**src/rtl/meter_pkg.sv**
```systemverilog
// Shared constants and types for the parking-meter display controller.
//   TIME_W/SUM_W/BCD_W : datapath widths
//   MODE_*             : display mode encodings
//   ADD_* / SET_*      : button increments and load values
//   bcd4_t             : four packed BCD digits, d3 = thousands
package meter_pkg;

  localparam int unsigned TIME_W         = 14;
  localparam int unsigned SUM_W          = 15;
  localparam int unsigned BCD_W          = 16;
  localparam int unsigned MAX_TIME_DEF   = 9999;
  localparam int unsigned LOW_THRESH_DEF = 180;

  localparam logic [1:0] MODE_EXPIRED = 2'd0;
  localparam logic [1:0] MODE_LOW     = 2'd1;
  localparam logic [1:0] MODE_NORMAL  = 2'd2;

  localparam logic [TIME_W-1:0] ADD_10  = 14'd10;
  localparam logic [TIME_W-1:0] ADD_180 = 14'd180;
  localparam logic [TIME_W-1:0] ADD_200 = 14'd200;
  localparam logic [TIME_W-1:0] ADD_550 = 14'd550;
  localparam logic [TIME_W-1:0] SET_10  = 14'd10;
  localparam logic [TIME_W-1:0] SET_205 = 14'd205;

  typedef struct packed {
    logic [3:0] d3;
    logic [3:0] d2;
    logic [3:0] d1;
    logic [3:0] d0;
  } bcd4_t;

  // Display mode derived from the remaining time.
  function automatic logic [1:0] mode_of(input logic [TIME_W-1:0] t,
                                         input logic [TIME_W-1:0] thresh);
    if (t == '0)         return MODE_EXPIRED;
    else if (t < thresh) return MODE_LOW;
    else                 return MODE_NORMAL;
  endfunction

endpackage

```
**src/rtl/bin2bcd14.sv**
```systemverilog
// Combinational 14-bit binary to 4-digit BCD converter (double dabble).
//   bin_i : binary value, expected range 0..9999
//   bcd_o : four BCD digits
module bin2bcd14
  import meter_pkg::*;
(
  input  logic [TIME_W-1:0] bin_i,
  output bcd4_t             bcd_o
);

  localparam int unsigned SR_W = BCD_W + TIME_W;

  logic [SR_W-1:0] sr;

  // Shift-and-add-3: correct each digit >= 5 before every shift.
  always_comb begin
    sr = {BCD_W'(0), bin_i};
    for (int i = 0; i < TIME_W; i++) begin
      for (int d = 0; d < 4; d++) begin
        if (sr[TIME_W+4*d +: 4] >= 4'd5) begin
          sr[TIME_W+4*d +: 4] = sr[TIME_W+4*d +: 4] + 4'd3;
        end
      end
      sr = sr << 1;
    end
    bcd_o = sr[SR_W-1 -: BCD_W];
  end

endmodule

```
**src/rtl/meter_display_ctrl.sv**
```systemverilog
// Parking-meter display sequencer: holds remaining seconds, applies add/set
// buttons, counts down once per second and drives BCD digits plus a blink
// enable for the anode drivers.
//   clk, rst_n              : clock, async active-low reset
//   add_10..add_550         : single-cycle add pulses (accumulate if coincident)
//   set_10, set_205         : single-cycle load pulses (set_205 wins)
//   bcd0..bcd3              : registered BCD digits of the remaining time
//   disp_en                 : registered display enable (blink pattern)
//   mode                    : 0 expired, 1 low, 2 normal (from current time)
module meter_display_ctrl
  import meter_pkg::*;
#(
  parameter int unsigned HALF_DIV   = 50000000,
  parameter int unsigned LOW_THRESH = LOW_THRESH_DEF,
  parameter int unsigned MAX_TIME   = MAX_TIME_DEF
) (
  input  logic       clk,
  input  logic       rst_n,
  input  logic       add_10,
  input  logic       add_180,
  input  logic       add_200,
  input  logic       add_550,
  input  logic       set_10,
  input  logic       set_205,
  output logic [3:0] bcd0,
  output logic [3:0] bcd1,
  output logic [3:0] bcd2,
  output logic [3:0] bcd3,
  output logic       disp_en,
  output logic [1:0] mode
);

  localparam int unsigned CNT_W = (HALF_DIV > 1) ? $clog2(HALF_DIV) : 1;

  logic [CNT_W-1:0]  cnt_q, cnt_d;
  logic              half_q, half_d;
  logic              phase_q, phase_d;
  logic              par_q, par_d;
  logic [TIME_W-1:0] time_q, time_d;
  bcd4_t             bcd_q, bcd_c;
  logic              disp_en_q, disp_en_d;

  logic              sec_tick_c;
  logic              dec_c;
  logic [SUM_W-1:0]  add_sum_c;
  logic [SUM_W-1:0]  sum_c;
  logic [1:0]        mode_c;

  assign sec_tick_c = half_q & phase_q;
  assign dec_c      = sec_tick_c & (time_q != '0);
  assign mode_c     = mode_of(time_q, TIME_W'(LOW_THRESH));

  bin2bcd14 u_bin2bcd (
    .bin_i (time_q),
    .bcd_o (bcd_c)
  );

  // Next-state: prescaler, time update and blink enable.
  always_comb begin
    cnt_d     = cnt_q + CNT_W'(1);
    half_d    = 1'b0;
    phase_d   = phase_q ^ half_q;
    par_d     = par_q ^ sec_tick_c;
    add_sum_c = '0;
    sum_c     = '0;
    time_d    = time_q;
    disp_en_d = 1'b1;

    if (cnt_q == CNT_W'(HALF_DIV - 1)) begin
      cnt_d  = '0;
      half_d = 1'b1;
    end

    if (add_10)  add_sum_c = add_sum_c + SUM_W'(ADD_10);
    if (add_180) add_sum_c = add_sum_c + SUM_W'(ADD_180);
    if (add_200) add_sum_c = add_sum_c + SUM_W'(ADD_200);
    if (add_550) add_sum_c = add_sum_c + SUM_W'(ADD_550);

    sum_c = SUM_W'(time_q) - SUM_W'(dec_c) + add_sum_c;

    // A load restarts the second so the new value shows for a full second.
    if (set_205 || set_10) begin
      time_d  = set_205 ? SET_205 : SET_10;
      cnt_d   = '0;
      half_d  = 1'b0;
      phase_d = 1'b0;
      par_d   = 1'b0;
    end else if (sum_c > SUM_W'(MAX_TIME)) begin
      time_d = TIME_W'(MAX_TIME);
    end else begin
      time_d = sum_c[TIME_W-1:0];
    end

    case (mode_c)
      MODE_NORMAL: disp_en_d = 1'b1;
      MODE_LOW:    disp_en_d = ~phase_q;
      default:     disp_en_d = ~par_q;
    endcase
  end

  // State and output registers.
  always_ff @(posedge clk or negedge rst_n) begin
    if (!rst_n) begin
      cnt_q     <= '0;
      half_q    <= 1'b0;
      phase_q   <= 1'b0;
      par_q     <= 1'b0;
      time_q    <= '0;
      bcd_q     <= '0;
      disp_en_q <= 1'b1;
    end else begin
      cnt_q     <= cnt_d;
      half_q    <= half_d;
      phase_q   <= phase_d;
      par_q     <= par_d;
      time_q    <= time_d;
      bcd_q     <= bcd_c;
      disp_en_q <= disp_en_d;
    end
  end

  assign bcd0    = bcd_q.d0;
  assign bcd1    = bcd_q.d1;
  assign bcd2    = bcd_q.d2;
  assign bcd3    = bcd_q.d3;
  assign disp_en = disp_en_q;
  assign mode    = mode_c;

endmodule

```
**config.mk**
```make
export PLATFORM = sky130hd
export DESIGN_NAME = meter_display_ctrl
export DESIGN_NICKNAME = d
export VERILOG_FILES = /design/src/rtl/meter_pkg.sv /design/src/rtl/bin2bcd14.sv /design/src/rtl/meter_display_ctrl.sv
export SDC_FILE = /design/constraint.sdc
export NUM_CORES = 1
export LEC_CHECK = 0
export CAP_MARGIN = 25
export CORE_UTILIZATION = 55
export DETAILED_ROUTE_END_ITERATION = 12
export PLACE_DENSITY_LB_ADDON = 0.25
export SLEW_MARGIN = 20
export SYNTH_ARGS = -nofsm -noshare
export SYNTH_HDL_FRONTEND = slang
export SYNTH_SLANG_ARGS = --single-unit
```
**constraint.sdc**
```tcl
create_clock -name clk -period 22.1 [get_ports clk]
set_input_delay 4.42 -clock clk [delete_from_list [all_inputs] [get_ports clk]]
set_output_delay 4.42 -clock clk [all_outputs]
set_load 0.02 [all_outputs]
```
==> flow_metrics.py <==
metrics = {
    "outcome": {
        "run_status": "complete, no violations",
    },
    "setup_path": {
        "worst_ep_required_time_ps": 22360,
        "setup.worst_path.end_class": "register",
        "timing.critical_path.slowest_cell_delay_ps": 640,
        "rr_endpoint": "bcd1[2]$_DFF_PN0_",
        "r2r-start": "time_q[13]$_DFF_PN0_",
        "crit_path_max_fanout": 13,
        "critical-path-top-cell-by-count": "sky130_fd_sc_hd__ha_1",
        "crit_start": "time_q[13]$_DFF_PN0_",
        "critPathSlowestCell": "sky130_fd_sc_hd__dfrtp_1",
        "critical_path_arrival_ps": 10980,
        "critical_path.startpoint_type": "register",
        "worst-setup-path-type": "reg -> reg",
        "reg2reg_setup_slack_ps": 11380,
        "worst-r2r-cell-count": 45,
    },
    "drt": {
        "dr_total_vias": 6712,
        "routed_wl_mm": 16.4,
        "detail_route.first_pass.iterations": 6,
        "wire_per_inst_um": 15.0,
        "drt_iter0_markers": 636,
        "remaining_drc_errors": 0,
        "antenna_left": 0,
        "avg_vias_per_cell": 6.11,
    },
    "cts": {
        "post_cts_resized": 0,
        "cts_buffers": 9,
        "cts.sink_count": 60,
        "cts_buffer_depth": 2,
        "htreeDepth": 3,
        "tritoncts": "built",
        "path_clk_slew_ps": 60,
        "clk_latency_ps": 340,
        "clockRootBuffer": "sky130_fd_sc_hd__clkbuf_16",
        "number_of_setup_buffers_added_after_cts": 0,
        "cts_hold_buffers": 0,
    },
    "timing": {
        "hold_viol_final": 0,
        "setup_viol": 0,
        "totalNegativeSetupSlack_ps": 0,
        "max_slew_margin_pct": 26.3,
        "final.min_clock_period_ps": 10720,
        "max_freq_mhz": 93.3,
        "final_slew_viol_count": 0,
        "share_of_the_clock_period_used_by_the_worst_path_pct": 48.5,
        "rsz_0062_raised_after_global_routing": "false",
        "worst-slew-pin-transition_ps": 1110,
        "skew_final_ps": 8.05,
    },
    "global_routing": {
        "grt_first_pass_wirelength_mm": 28.3,
        "initial_antenna_violation_count": 0,
        "grt_start_max_net_pins": 61,
        "overflow_left_after_global_routing": 0,
        "globalRouteTotalUtil_pct": 25.5,
        "grt_pass1_vias": 6161,
    },
    "synthesis": {
        "synth_top_area_share_pct": 20.4,
        "synth-xor-area-share_pct": 7.67,
        "synth_top_family_by_area": "compound AO/OA/AOI/OAI gates",
        "synthArstFlopShare_pct": 100,
        "synth.avg_cell_area_um2": 7.90,
        "synth_edf_count": 0,
        "synth_compound_gate_area_share_pct": 29.5,
        "ys_top_cells_by_area": "sky130_fd_sc_hd__dfrtp_1 20%, sky130_fd_sc_hd__ha_1 11%, sky130_fd_sc_hd__nor2_1 5.4%",
        "ys_seq_area_share_pct": 20.8,
        "synth_simple_gate_area_share_pct": 22.8,
        "yosys.area_share.adder_pct": 10.8,
        "synthDominantAreaCellType": "sky130_fd_sc_hd__dfrtp_1",
        "ys_types": 107,
        "synth.most_common_cell": "sky130_fd_sc_hd__nor2_1",
        "synth_cells": 915,
        "mappedNetlistArea_mm2": 0.00722,
        "synth_warnings": 0,
        "synth.ff_latch_count": 60,
        "syn-num-nets": 985,
        "synth.area.mux_share_pct": 2.63,
        "ys.flop_type": "sky130_fd_sc_hd__dfrtp_1",
        "synth.cells.most_frequent": "103 x sky130_fd_sc_hd__nor2_1, 71 x sky130_fd_sc_hd__nand2_1, 66 x sky130_fd_sc_hd__inv_1, 61 x sky130_fd_sc_hd__ha_1, 59 x sky130_fd_sc_hd__dfrtp_1",
    },
    "floorplanning": {
        "fp.coreArea_mm2": 0.0127,
        "die_width_um": 117,
        "chipHeight_um": 117,
        "start_util_pct": 56.8,
        "fp.dieArea_mm2": 0.0136,
        "row_count": 41,
        "io_pins": 27,
    },
    "final_layout": {
        "layout-drive-gt1-share_pct": 8.96,
        "area.growth.synth_to_final_pct": 9.99,
        "num_antenna_cells": 0,
        "final.fill_count": 1164,
        "final_net_count": 991,
    },
    "worst_hold_path": {
        "min-delay-path-class": "reg -> reg",
        "worstHoldPathCells": 0,
        "worst_hold_startpoint": "time_q[0]$_DFF_PN0_",
        "worstHoldEndpoint": "bcd0[0]$_DFF_PN0_",
    },
    "flow_run": {
        "max_cap_violations": 0,
    },
    "place": {
        "place.port_buffers": 26,
        "gpl.final_weighted_congestion": 0.894,
        "place.detailed.hpwl_mm": 11.8,
    },
}
worst max path at each step:
stage	endpoint	slack, ps
floorplan	bcd2[0]$_DFF_PN0_	12740
global placement	bcd2[0]$_DFF_PN0_	11910
detailed placement	bcd2[0]$_DFF_PN0_	11550
CTS	bcd1[2]$_DFF_PN0_	11480
global route	bcd1[2]$_DFF_PN0_	10600
finish	bcd1[2]$_DFF_PN0_	11380
critical path: cells and delay by family (launching register included):
kind,cells,cell delay [ps]
AO/OA/AOI/OAI,13,3080
XOR/XNOR,3,640
adder cells (fa/ha/maj),8,2140
buffers and inverters,5,450
flip-flops,1,640
AND/OR/NAND/NOR,16,3680
cells in the final DEF (no fill, tap or decap), drive strengths merged, types with 12 or more instances in the layout:
| master | instances |
|---|---|
| a211oi | 17 |
| a21o | 14 |
| a21oi | 61 |
| a31oi | 14 |
| clkdlybuf4s50 | 25 |
| dfrtp | 59 |
| ha | 61 |
| inv | 72 |
| nand2 | 73 |
| nand3 | 32 |
| nor2 | 104 |
| nor2b | 14 |
| nor3 | 23 |
| o211ai | 19 |
| o21ai | 50 |
| or3 | 12 |
| xnor2 | 36 |
| xor2 | 23 |
through the flow:
step	util, %	setup slack, ps	hold WS [ps]	instances	cell area [um2]
floorplan	-	12740	375	915	7220
global placement	59.5	11910	431	1082	7570
detailed placement	59.5	11550	434	1082	7570
CTS	62.4	11480	448	1098	7940
global route	62.5	10600	462	1098	7950
finish	62.5	11380	456	1098	7950
state kept, by name, indices dropped and copies added (netlist names):
| name | flops |
|---|---|
| phase_q | 1 |
| time_q | 14 |
| bcd2 | 4 |
| disp_en | 1 |
| bcd1 | 4 |
| bcd3 | 4 |
| bcd0 | 4 |
| par_q | 1 |
| cnt_q | 26 |
| half_q | 1 |
area by class of cell:
class                   instances  area [um2]  area share [%]
well taps                     172         215            2.71
multi-input cells             750        5320            66.9
inverters                      72         270            3.40
clock buffers                   9         225            2.83
clock inverters                 7         146            1.84
repair buffers                 28         270            3.40
flip-flops and latches         60        1500            18.9
routing by layer:
metal | wire length [um] | GRT usage [%] | vias to the layer above | part of all wire [%]
met5 | 0 | 0 | - | 0
met4 | 266 | 8.27 | 0 | 1.6
met3 | 824 | 3.58 | 25 | 5.0
met2 | 7650 | 43.5 | 198 | 47
met1 | 7700 | 33.3 | 3120 | 47
li1 | - | - | 3369 | -
logic make-up after synthesis:
group | Yosys count
and+or+nand+nor | 328
AOI/OAI and AO/OA | 282
buffers and inverters | 105
adders and majority gates | 62
xor gates and xnor gates | 60
DFF | 60
muxes | 18
Power is left out: the tool's default activity adds up to more than one toggle a clock period on the data nets, which glitch-free logic cannot reach.
